--- config.mk ---
export PLATFORM = sky130hd
export DESIGN_NAME = img_rom_arbiter
export DESIGN_NICKNAME = d
export VERILOG_FILES = /design/src/rtl/img_rom_pkg.sv /design/src/rtl/img_addr_calc.sv /design/src/rtl/img_rom_arbiter.sv
export SDC_FILE = /design/constraint.sdc
export NUM_CORES = 1
export LEC_CHECK = 0
export BUFFER_PORTS_ARGS = -buffer_cell sky130_fd_sc_hd__buf_2
export CORE_MARGIN = 8
export CORE_UTILIZATION = 53
export DETAILED_ROUTE_END_ITERATION = 7
export PLACE_DENSITY_LB_ADDON = 0.25
export SKIP_LAST_GASP = 1
export SLEW_MARGIN = 20
export SYNTH_ARGS = -nofsm -noshare
export SYNTH_HDL_FRONTEND = slang
export SYNTH_SLANG_ARGS = --single-unit
export TNS_END_PERCENT = 1
--- constraint.sdc ---
create_clock -name clk -period 3.2 [get_ports clk]
set_input_delay 0.48 -clock clk [delete_from_list [all_inputs] [get_ports clk]]
set_output_delay 0.48 -clock clk [all_outputs]
set_load 0.02 [all_outputs]
--- src/rtl/img_rom_pkg.sv ---
// Shared constants and types for the image-ROM arbiter: default geometry, ROM
// address width, slot-owner tag and the RGB565 to RGB444 reduction.
package img_rom_pkg;

  localparam int IMG_W  = 320;
  localparam int IMG_H  = 240;
  localparam int ADDR_W = 17;

  typedef enum logic [1:0] {
    OWN_IDLE = 2'd0,
    OWN_DISP = 2'd1,
    OWN_AUX  = 2'd2
  } owner_e;

  // Travels with each ROM access: who owns the slot, whether the display pixel
  // of that slot is active, and whether an aux read must come back as zero.
  typedef struct packed {
    owner_e owner;
    logic   pix_act;
    logic   aux_zero;
  } slot_t;

  localparam slot_t SLOT_IDLE = '{owner: OWN_IDLE, pix_act: 1'b0, aux_zero: 1'b0};

  function automatic logic [11:0] rgb565_to_444(input logic [15:0] word);
    return {word[15:12], word[10:7], word[4:1]};
  endfunction

endpackage

--- src/rtl/img_addr_calc.sv ---
// Source-image address for a 2x upscaled display: IMG_W * sy + sx, where sx/sy
// are the display coordinates already halved by the caller.
module img_addr_calc
  import img_rom_pkg::*;
#(
  parameter int IMG_W = img_rom_pkg::IMG_W
) (
  input  logic [8:0]        sx,
  input  logic [8:0]        sy,
  output logic [ADDR_W-1:0] addr
);

  generate
    if (IMG_W == 320) begin : g_shift_add
      // 320 = 256 + 64, so the multiply reduces to two shifted copies of sy.
      assign addr = {sy, 8'b0} + {2'b0, sy, 6'b0} + {8'b0, sx};
    end else begin : g_generic
      assign addr = ADDR_W'(IMG_W * int'(sy) + int'(sx));
    end
  endgenerate

endmodule

--- src/rtl/img_rom_arbiter.sv ---
// Shares one single-port image ROM between the 2x-upscaling display path and
// an auxiliary reader; display fetches own every even active pixel.
module img_rom_arbiter
  import img_rom_pkg::*;
#(
  parameter int IMG_W = img_rom_pkg::IMG_W,
  parameter int IMG_H = img_rom_pkg::IMG_H
) (
  input  logic              clk,
  input  logic              reset,
  input  logic              disp_en,
  input  logic [9:0]        x_pixel,
  input  logic [9:0]        y_pixel,
  output logic [3:0]        r_port,
  output logic [3:0]        g_port,
  output logic [3:0]        b_port,
  output logic [ADDR_W-1:0] rom_addr,
  input  logic [15:0]       rom_data,
  input  logic              aux_req,
  input  logic [ADDR_W-1:0] aux_addr,
  output logic              aux_gnt,
  output logic              aux_rvalid,
  output logic [15:0]       aux_rdata
);

  localparam logic [ADDR_W-1:0] IMG_PIXELS = ADDR_W'(IMG_W * IMG_H);

  logic              pix_act;
  logic              disp_slot;
  logic              aux_in_range;
  logic [ADDR_W-1:0] disp_addr;
  logic [ADDR_W-1:0] addr_next;
  slot_t             slot_now;
  slot_t             slot_s1;
  slot_t             slot_s2;
  logic [15:0]       held_word;
  logic [15:0]       held_next;
  logic [11:0]       rgb_q;
  logic [11:0]       rgb_next;
  logic              rvalid_next;
  logic [15:0]       rdata_next;

  img_addr_calc #(.IMG_W(IMG_W)) u_addr_calc (
    .sx   (x_pixel[9:1]),
    .sy   (y_pixel[9:1]),
    .addr (disp_addr)
  );

  // Slot decision: display owns even active pixels, aux gets everything else.
  always_comb begin
    // NOTE: every variable gets a default first so no path through always_comb infers a latch.
    slot_now     = SLOT_IDLE;
    addr_next    = '0;
    pix_act      = disp_en && (x_pixel < 10'd640) && (y_pixel < 10'd480);
    disp_slot    = pix_act && !x_pixel[0];
    aux_gnt      = aux_req && !disp_slot;
    aux_in_range = aux_addr < IMG_PIXELS;

    slot_now.pix_act = pix_act;
    if (disp_slot) begin
      slot_now.owner = OWN_DISP;
      addr_next      = disp_addr;
    end else if (aux_gnt) begin
      slot_now.owner    = OWN_AUX;
      slot_now.aux_zero = !aux_in_range;
      addr_next         = aux_in_range ? aux_addr : '0;
    end
  end

  // Address stage plus one stage covering the ROM's own registered read.
  always_ff @(posedge clk or posedge reset) begin
    if (reset) begin
      rom_addr <= '0;
      slot_s1  <= SLOT_IDLE;
      slot_s2  <= SLOT_IDLE;
    end else begin
      // NOTE: nonblocking assignments so each register samples pre-edge values and stages shift cleanly.
      rom_addr <= addr_next;
      slot_s1  <= slot_now;
      slot_s2  <= slot_s1;
    end
  end

  // rom_data now belongs to the slot tagged in slot_s2.
  always_comb begin
    held_next   = held_word;
    rgb_next    = '0;
    rvalid_next = 1'b0;
    rdata_next  = aux_rdata;

    if (slot_s2.owner == OWN_DISP) begin
      held_next = rom_data;
      rgb_next  = rgb565_to_444(rom_data);
    end else if (slot_s2.pix_act) begin
      rgb_next = rgb565_to_444(held_word);
    end

    if (slot_s2.owner == OWN_AUX) begin
      rvalid_next = 1'b1;
      rdata_next  = slot_s2.aux_zero ? 16'h0000 : rom_data;
    end
  end

  always_ff @(posedge clk or posedge reset) begin
    if (reset) begin
      held_word  <= '0;
      rgb_q      <= '0;
      aux_rvalid <= 1'b0;
      aux_rdata  <= '0;
    end else begin
      held_word  <= held_next;
      rgb_q      <= rgb_next;
      aux_rvalid <= rvalid_next;
      aux_rdata  <= rdata_next;
    end
  end

  assign {r_port, g_port, b_port} = rgb_q;

endmodule

==> impl_metrics.csv, run 1 <==
group,metric,value,unit
status,status,"completed",
floorplanning,die-width,90.66,um
pwr,power_density,535.0,nW/um2
clock_tree,cts.clk_slew.worst_paths,70,ps
sta,slew_headroom,41.82,%
sta,setup_ws,881.2,ps
placed_design,numPlacedInstances,415,
setup_path,critPathMaxFanout,3,
synth,avgSynthCellArea,11.86,um2
synth,synth-edff-count,0,
routing,detail_route.wl_per_cell,14.44,um
synth,synth_flop_cell,"dfrtp_1",
routing,wl,6208,um
setup_path,r2r-start,"slot_s2[2]$_DFF_PP0_",
floorplanning,io_pins,104,
floorplanning,initial_utilization,54.31,%
finish,layout.cells.non_filler,430,
routing,antenna_left,0,
clock_tree,cts_resized,0,
worst_hold_path,hold_class,"in -> async",
pwr,fin_total_pwr,1980,uW
finish,stdcell_area,3701,um2
synth,ys_ff_latch,66,
setup_path,reg2reg_setup_slack,1700,ps
global_routing,antenna_found_initial,0,
finish,nFillCells,435,
finish,drive_gt1_share,38.27,%
sta,setup_viol,0,
setup_path,end_kind,"register",
synth,seq_area_frac_synth,55.91,%
sta,tightest_slew,870.9,ps
sta,hold_viol,0,
placed_design,gp_congestion,0.8901,
finish,area_growth,25.29,%
sta,fmax,431.3,MHz
placed_design,numPortBuffers,102,
floorplanning,die_area,8218,um2
finish,layout_commonest_cell,"buf_2",
pwr,p_leak,0.001974,uW
global_routing,grt.overflow.total,0,
setup_path,r2r_cells,3,
job,maxCapViolations,0,
placed_design,dp_hpwl,4862,um
clock_tree,clk_path_buf_depth,2,
clock_tree,htree_levels,3,
global_routing,grt_pass1_vias,2351,
pwr,ir_drop,0.2791,mV
placed_design,place_area,3527,um2
setup_path,crit_path_start_kind,"input pin",
clock_tree,holdBufCountCts,0,
clock_tree,cts_buffers,9,
clock_tree,cts_tree,"yes",
routing,first_pass_iters,4,
synth,ys_warn_count,0,
placed_design,dp_slack,569.0,ps
clock_tree,root_buffer,"clkbuf_8",
global_routing,grt_pass1_wl,10920,um
synth,synth_cell_types,38,
routing,dr_total_vias,2189,
floorplanning,core_region_area,5439,um2
sta,period_share,72.46,%
clock_tree,clock_latency,320,ps
finish,final_cell_mix,"buf_2 (102), dfrtp_1 (66), a22o_1 (25), nand2_1 (21), nand2b_1 (19)",
sta,fin_skew,8.746,ps
synth,synthArstFlopShare,100.0,%
sta,slew_violations,0,
synth,syn_area,2954,um2
setup_path,setup.worst_path.class,"in -> reg",
setup_path,worstPathRequired,3400,ps
setup_path,critical_path_arrival,2520,ps
routing,avgViaCountPerCell,5.091,
sta,period_needed,2319,ps
finish,final_nets,430,
clock_tree,post_cts_buffers,0,
routing,first_iter_violations,103,
synth,synth_fp_nets,325,
routing,route.detailed.drc,0,
floorplanning,row_count,27,
clock_tree,clock-sinks,66,
global_routing,grt_use_total,16.20,%
finish,n_antenna_cell,0,
synth,synthCells,249,
sta,setup-tns-final,0,ps
setup_path,r2r_end,"rgb_q[9]$_DFF_PP0_",
global_routing,grt_max_degree,35,
floorplanning,die_y,90.66,um
sta,rsz0062_at_grt,"no",
-- how the worst max path moves through the flow --
stage	start	slack, ps	to	cells past startpoint
floorplan	x_pixel[9]	830	rom_addr[16]$_DFF_PP0_	8
global placement	x_pixel[9]	600	rom_addr[13]$_DFF_PP0_	9
detailed placement	x_pixel[9]	570	rom_addr[13]$_DFF_PP0_	9
CTS	x_pixel[9]	910	rom_addr[13]$_DFF_PP0_	9
global route	x_pixel[9]	760	rom_addr[15]$_DFF_PP0_	9
finish	x_pixel[9]	880	rom_addr[13]$_DFF_PP0_	9
-- layout make-up --
| cell class | count | area, um2 | area share (%) |
|---|---|---|---|
| clock inverter | 2 | 12.51 | 0.3381 |
| clock buffer | 13 | 158.9 | 4.293 |
| timing repair buffer | 105 | 533.0 | 14.40 |
| multi-input combinational | 160 | 1210 | 32.69 |
| tap | 72 | 90.09 | 2.434 |
| inverter | 12 | 45.04 | 1.217 |
| sequential | 66 | 1652 | 44.62 |
-- stage by stage --
stage | utilization [%] | hold WS [ps]
2_1_floorplan | - | 331.2
3_3_place_gp | 64.85 | 331.7
3_5_place_dp | 64.85 | 337.9
4_1_cts | 68.00 | 260.7
5_1_grt | 68.05 | 295.1
6_report | 68.05 | 242.0
-- state kept, by name, indices dropped and copies added (netlist names) --
register / count
rom_addr: 17
aux_rdata: 16
held_word: 12
rgb_q: 12
slot_s1: 4
slot_s2: 4
aux_rvalid: 1
-- kinds of logic (layout without fill, tap and decap cells) --
family                   count (synthesis)  count (layout)  synth area share, %
AO/OA/AOI/OAI                           61              61                14.74
multiplexers                            14              14                5.252
AND/OR/NAND/NOR                         61              61                10.76
flip-flops                              66              66                55.91
adder cells (fa/ha/maj)                 19              19                8.556
XOR/XNOR                                 5               5                1.483
buffers and inverters                   23             132                3.304
-- synthesized netlist by cell type (2+ instances only) --
| master | count | area, um2 |
|---|---|---|
| nand3_1 | 2 | 10.01 |
| fa_1 | 2 | 40.04 |
| buf_2 | 3 | 15.01 |
| a21oi_1 | 4 | 20.02 |
| nor2_1 | 7 | 26.28 |
| a22o_1 | 25 | 219.0 |
| a31oi_1 | 2 | 12.51 |
| mux2_2 | 12 | 135.1 |
| nand2b_1 | 20 | 125.1 |
| clkbuf_1 | 7 | 26.28 |
| dfrtp_1 | 66 | 1652 |
| nand2_1 | 21 | 78.83 |
| o21ai_0 | 14 | 70.07 |
| mux2i_1 | 2 | 20.02 |
| ha_1 | 17 | 212.7 |
| o21ai_1 | 6 | 30.03 |
| xnor2_1 | 3 | 26.28 |
| inv_1 | 12 | 45.04 |
| xor2_1 | 2 | 17.52 |
| a21o_1 | 2 | 15.01 |
| nor2b_1 | 3 | 18.77 |
-- power by group --
| group | internal (uW) | switching, uW |
|---|---|---|
| clock | 319 | 280 |
| sequential | 930 | 39.1 |
| combinational | 177 | 236 |
-- layer usage --
metal  GRT usage, %  wire length, um
met5              0                0
met3          5.154              420
met4          7.074               84
met1          18.22             2528
met2          27.47             3174
-- critical path: stages --
cell and delay [ps]:
buf_2 80, inv_1 50, fa_1 520, fa_1 450, nand2b_1 190, a21oi_1 260
o22ai_1 160, xnor2_1 140, a22o_1 180
(Power assumes the default switching activity.)
==> run 2, diff against run 1 <==
--- a/config.mk
+++ b/config.mk
@@ -7,7 +7,7 @@
 export LEC_CHECK = 0
 export BUFFER_PORTS_ARGS = -buffer_cell sky130_fd_sc_hd__buf_2
 export CORE_MARGIN = 8
-export CORE_UTILIZATION = 53
+export CORE_UTILIZATION = 45
 export DETAILED_ROUTE_END_ITERATION = 7
 export PLACE_DENSITY_LB_ADDON = 0.25
 export SKIP_LAST_GASP = 1
==> constraint.sdc (replaced) <==
create_clock -name clk -period 1.96 [get_ports clk]
set_input_delay 0.294 -clock clk [delete_from_list [all_inputs] [get_ports clk]]
set_output_delay 0.294 -clock clk [all_outputs]
set_load 0.02 [all_outputs]
==> run 2 against run 1 <==
Power increased by 94%; non-clock buffer count grew 15; wire length grew 5.2%; first-iteration DRC count fell by 70%; core utilization shrank 5.3 points; sequential share of layout area is 3.2 points lower; design area rose by 7.7%; cell count up 4.9%; combinational power grew 76%; register-to-register slack lost 1200 ps; die area rose by 15%; critical path type unchanged; largest cell class unchanged.
==> impl_metrics.csv, run 2 (same netlist as run 1, synthesis figures left out) <==
group,metric,value,unit
clock_tree,post_cts_buffers,0,
global_routing,grt_pass1_vias,2378,
clock_tree,cts_tree,"yes",
sta,fmax,519.3,MHz
status,status,"completed",
finish,regMostFlops,"rom_addr",
routing,first_iter_violations,31,
setup_path,r2r_cells,3,
pwr,ir_drop,0.7495,mV
floorplanning,die_area,9413,um2
pwr,clock_power_share,39.8,%
sta,hold_viol,0,
sta,setup_viol,0,
sta,period_share,98.24,%
sta,rsz0062_at_grt,"yes",
pwr,internal_power,2860,uW
worst_hold_path,hold_path.startpoint,"aux_addr[8]",
floorplanning,row_count,29,
floorplanning,core_region_area,6350,um2
routing,wl,6533,um
clock_tree,cts.clk_slew.worst_paths,70,ps
job,maxCapViolations,0,
placed_design,numPortBuffers,102,
finish,final_nets,445,
sta,period_needed,1926,ps
floorplanning,die_y,97.02,um
finish,final_cell_mix,"buf_2 (102), dfrtp_1 (66), a22o_1 (25), nand2_1 (21), nand2b_1 (19)",
setup_path,worstPathRequired,2210,ps
routing,detail_route.wl_per_cell,14.49,um
pwr,pwr-share-comb,18.9,%
worst_hold_path,hold_class,"in -> reg",
finish,n_antenna_cell,0,
clock_tree,htree_levels,3,
setup_path,critical_path_arrival,2170,ps
finish,layout_commonest_cell,"buf_2",
routing,antenna_left,0,
worst_hold_path,hold_depth,2,
sta,slew_violations,0,
placed_design,place_area,3690,um2
finish,final_core_util,62.76,%
sta,tightest_slew,857.9,ps
pwr,p_switching,980.8,uW
clock_tree,clk_path_buf_depth,2,
global_routing,antenna_found_initial,0,
global_routing,grt.overflow.total,0,
pwr,p_leak,0.002111,uW
setup_path,critPathMaxFanout,3,
clock_tree,clock_latency,340,ps
sta,fin_skew,8.735,ps
clock_tree,cts_buffers,9,
setup_path,end_kind,"register",
finish,largest_reg_flops,17,
global_routing,grt_max_degree,46,
finish,seqCellArea,1652,um2
global_routing,grt_pass1_wl,11110,um
pwr,sw_frac_of_total,25.54,%
floorplanning,initial_utilization,46.52,%
clock_tree,clock-sinks,66,
finish,stdcell_area,3985,um2
routing,avgViaCountPerCell,4.947,
global_routing,grt_use_total,14.31,%
pwr,power_density,963.7,nW/um2
finish,layout.cells.non_filler,451,
setup_path,setup.worst_path.class,"in -> reg",
placed_design,numPlacedInstances,434,
setup_path,r2r-start,"slot_s2[2]$_DFF_PP0_",
sta,slew_headroom,42.69,%
floorplanning,die-width,97.02,um
clock_tree,root_buffer,"clkbuf_8",
finish,area_growth,34.90,%
finish,nFillCells,538,
finish,multiInputGateArea,1249,um2
routing,route.detailed.drc,0,
finish,reg_top3,"rom_addr: 17 flops, aux_rdata: 16 flops",
floorplanning,io_pins,104,
finish,drive_gt1_share,43.05,%
placed_design,gp_congestion,0.8291,
placed_design,dp_hpwl,5067,um
pwr,seqPwrFrac,41.3,%
routing,dr_total_vias,2231,
setup_path,crit_path_start_kind,"input pin",
setup_path,crit_start,"y_pixel[3]",
routing,first_pass_iters,5,
-- run 2: cell count changes in the layout (fill, tap and decap cells not counted), sizes merged --
cell,delta
clkinvlp,-1
bufinv,+4
clkbuf,-3
clkinv,+1
dlygate4sd3,+1
buf,+14
-- run 2: metal layers --
metal / vias up / part of all wire, % / track usage (%) / wire length (um)
li1: 1111 / - / - / -
met1: 1024 / 43 / 16.47 / 2829
met2: 82 / 46 / 22.45 / 3005
met3: 14 / 7.8 / 4.836 / 511
met4: 0 / 2.8 / 8.876 / 186
met5: - / 0 / 0 / 0
-- run 2: what timing repair did --
item                                    CTS  global route
hold endpoints to repair                 21             0
hold buffers                              1             0
gates resized for setup                   0             2
endpoints found under the setup margin    0             4
-- run 2: worst paths after layout --
| check | to | slack (ps) |
|---|---|---|
| worst min register to register | slot_s2[2]$_DFF_PP0_ | 350 |
| min in group asynchronous | rom_addr[5]$_DFF_PP0_ | 520 |
| max in group asynchronous | held_word[13]$_DFFE_PP0P_ | 850 |
| worst max-delay path | rom_addr[16]$_DFF_PP0_ | 30 |
| worst min-delay path | rom_addr[8]$_DFF_PP0_ | 170 |
| worst max register to register | rgb_q[11]$_DFF_PP0_ | 480 |
-- run 2: cell type report --
class                   count  share of cell area, %
clock buffers              10                  3.454
clock inverters             6                  3.454
inverters                  12                  1.319
multi-input cells         160                  31.33
flip-flops and latches     66                  41.44
well taps                  77                  2.418
repair buffers            120                  16.58
-- run 2: stage by stage --
step           setup slack, ps  hold slack, ps  TNS [ps]  total power (uW)
6_report                 34.45           172.5         0              3840
5_1_grt                 -23.86           172.3    -23.86              4036
4_1_cts                  38.26           154.7         0              3880
3_5_place_dp            -316.5           334.7     -1746              2343
3_3_place_gp            -281.6           332.3     -1534              2323
2_1_floorplan           -56.25           331.2    -166.5              2069
-- run 2: critical path, stage by stage --
cell      delay [ps]
buf_2            140
inv_8             30
fa_2             590
inv_2             50
ha_4             260
a211oi_2          60
o21a_1           200
or4_1            390
a31oi_1          160
-- run 2: power groups by stage --
stage	clock network (uW)	logic, uW	registers, uW
2_1_floorplan	0	356	1710
5_1_grt	1620	815	1600
6_report	1530	727	1590
4_1_cts	1560	736	1590
3_5_place_dp	0	730	1610
3_3_place_gp	0	720	1600
==> run 3, diff against run 2 <==
--- a/config.mk
+++ b/config.mk
@@ -6,6 +6,7 @@
 export NUM_CORES = 1
 export LEC_CHECK = 0
 export BUFFER_PORTS_ARGS = -buffer_cell sky130_fd_sc_hd__buf_2
+export CORE_ASPECT_RATIO = 1.25
 export CORE_MARGIN = 8
 export CORE_UTILIZATION = 45
 export DETAILED_ROUTE_END_ITERATION = 7
@@ -15,4 +16,4 @@
 export SYNTH_ARGS = -nofsm -noshare
 export SYNTH_HDL_FRONTEND = slang
 export SYNTH_SLANG_ARGS = --single-unit
-export TNS_END_PERCENT = 1
+export TNS_END_PERCENT = 100
==> run 3 against run 2 <==
Worst setup slack worse by 29 ps; design area is 0.19% lower; via count is 3.4% higher; count of clock-buffer cells in the layout is 2 higher; clock skew hardly changed; power is 12% lower; sequential share of layout area is 0.078 points higher; largest power group unchanged; highest routed layer unchanged.
==> impl_metrics.csv, run 3 (same netlist as run 1, synthesis figures left out) <==
group,metric,value,unit
status,status,"completed",
finish,final_nets,448,
sta,fmax,511.5,MHz
routing,first_iter_violations,57,
pwr,p_leak,0.002094,uW
floorplanning,row_count,33,
pwr,clock_power_share,29.9,%
placed_design,gp_congestion,0.8684,
pwr,p_switching,970.9,uW
job,maxCapViolations,0,
setup_path,path_buf_inv,3,
pwr,internal_power,2398,uW
floorplanning,die-width,88.47,um
clock_tree,clock-sinks,66,
setup_path,end_kind,"register",
floorplanning,core_region_area,6441,um2
finish,reg_top3,"rom_addr: 17 flops, aux_rdata: 16 flops",
global_routing,grt_max_degree,60,
setup_path,r2r-start,"slot_s2[2]$_DFF_PP0_",
setup_path,critPathMaxFanout,3,
finish,final_core_util,61.75,%
finish,stdcell_area,3978,um2
finish,layout.cells.non_filler,464,
setup_path,setup.worst_path.class,"in -> reg",
sta,fin_skew,8.729,ps
clock_tree,cts_tree,"yes",
worst_hold_path,hold_end,"rom_addr[7]$_DFF_PP0_",
pwr,ir_drop,0.3221,mV
setup_path,crit_path_start_kind,"input pin",
global_routing,grt_use_total,14.48,%
routing,dr_total_vias,2307,
placed_design,dp_hpwl,5118,um
sta,slew_violations,0,
routing,route.detailed.drc,0,
setup_path,reg2reg_setup_slack,480,ps
clock_tree,clk_path_buf_depth,2,
sta,hold-worst-slack,181.5,ps
finish,area_growth,34.65,%
routing,antenna_left,0,
sta,rsz0062_at_grt,"yes",
floorplanning,die_area,9430,um2
worst_hold_path,hold_class,"in -> reg",
floorplanning,initial_utilization,45.86,%
floorplanning,die_y,106.6,um
pwr,sw_frac_of_total,28.82,%
sta,period_needed,1955,ps
clock_tree,root_buffer,"clkbuf_8",
sta,tightest_slew,850.3,ps
floorplanning,io_pins,104,
finish,largest_reg_flops,17,
pwr,seqPwrFrac,47.1,%
sta,setup_viol,0,
setup_path,r2r_cells,3,
setup_path,cp_slowest_cell,"fa_2",
setup_path,path_delay_family,"adder cells",
routing,wl,6883,um
clock_tree,cts.clk_slew.worst_paths,70,ps
placed_design,numPortBuffers,102,
setup_path,worstPathRequired,2210,ps
global_routing,grt_pass1_vias,2409,
sta,hold_viol,0,
sta,slew_headroom,43.20,%
routing,avgViaCountPerCell,4.972,
placed_design,place_area,3712,um2
finish,n_antenna_cell,0,
placed_design,numPlacedInstances,445,
global_routing,grt_pass1_wl,10810,um
worst_hold_path,hold_path.startpoint,"aux_addr[7]",
clock_tree,cts_buffers,9,
setup_path,critical_path_arrival,2200,ps
finish,nFillCells,547,
routing,first_pass_iters,4,
setup_path,crit_chain,"buf_8 > inv_4 > fa_2 > inv_2 > ha_4 > a211oi_2 > o21a_1 > or4_4 > a31oi_1",
global_routing,antenna_found_initial,0,
pwr,pwr-share-comb,23.0,%
finish,regMostFlops,"rom_addr",
global_routing,grt.overflow.total,0,
sta,setup-tns-final,0,ps
clock_tree,htree_levels,3,
worst_hold_path,hold_depth,2,
setup_path,slowest_delay,570,ps
clock_tree,clock_latency,320,ps
pwr,power_density,847.0,nW/um2
routing,detail_route.wl_per_cell,14.83,um
finish,drive_gt1_share,44.83,%
finish,layout_commonest_cell,"buf_2",
setup_path,r2r_end,"rgb_q[3]$_DFF_PP0_",
sta,period_share,99.75,%
finish,final_cell_mix,"buf_2 (99), dfrtp_1 (66), a22o_1 (25), nand2_1 (21)",
run 3: cell types whose count changed in the layout (fill, tap and decap cells not counted), moves of 2 or more:
cell,before,now
bufinv_16,4,0
buf_2,102,99
buf_4,16,19
buf_6,0,2
clkinv_2,0,2
inv_1,9,7
run 3: worst max-delay path by stage:
stage	start	to	cells past startpoint	slack (ps)
final	x_pixel[9]	rom_addr[16]$_DFF_PP0_	9	5
after global routing	x_pixel[9]	rom_addr[16]$_DFF_PP0_	9	-20
after CTS	y_pixel[3]	rom_addr[14]$_DFF_PP0_	10	20
after detailed placement	y_pixel[3]	rom_addr[14]$_DFF_PP0_	10	-330
after global placement	y_pixel[3]	rom_addr[16]$_DFF_PP0_	9	-290
after floorplan	y_pixel[3]	rom_addr[16]$_DFF_PP0_	8	-60
run 3: what timing repair did:
action | in CTS | in global routing
buffers inserted | 0 | 2
hold buffers | 1 | 0
hold endpoints to repair | 7 | 0
endpoints found under the setup margin | 0 | 4
resized for setup | 0 | 14
run 3: routing by layer:
| metal | wire length (um) | part of all wire (%) | vias up | GRT usage [%] |
|---|---|---|---|---|
| li1 | - | - | 1117 | - |
| met1 | 2836 | 41 | 1088 | 16.83 |
| met2 | 3368 | 49 | 88 | 23.92 |
| met3 | 554 | 8.0 | 14 | 4.285 |
| met4 | 124 | 1.8 | 0 | 6.424 |
| met5 | 0 | 0 | - | 0 |
run 3: layout make-up:
type                            count  area, um2  share of cell area [%]
Clock inverter                      4      26.28                  0.6606
Inverter                           12      55.05                   1.384
Timing Repair Buffer              123      705.7                   17.74
Sequential cell                    66       1652                   41.52
Clock buffer                       12      155.1                   3.901
Tap cell                           87      108.9                   2.737
Multi-Input combinational cell    160       1275                   32.05
run 3: power groups by stage:
| stage | Sequential, uW | Combinational, uW | Clock [uW] |
|---|---|---|---|
| after floorplan | 1710 | 357 | 0 |
| after detailed placement | 1610 | 744 | 0 |
| after global placement | 1610 | 730 | 0 |
| final | 1590 | 776 | 1010 |
| after global routing | 1610 | 855 | 1100 |
| after CTS | 1590 | 750 | 1040 |
run 3: per-stage QoR:
step	power [uW]	setup WS, ps
floorplan	2069	-55.18
global placement	2336	-287.0
detailed placement	2356	-334.1
CTS	3380	15.55
global route	3560	-17.54
finish	3369	4.995
run 3: worst register-to-register path, stage by stage (launching register included):
cell     delay, ps
dfrtp_1        370
nor2b_2        150
nor2b_1        660
a22o_1         250
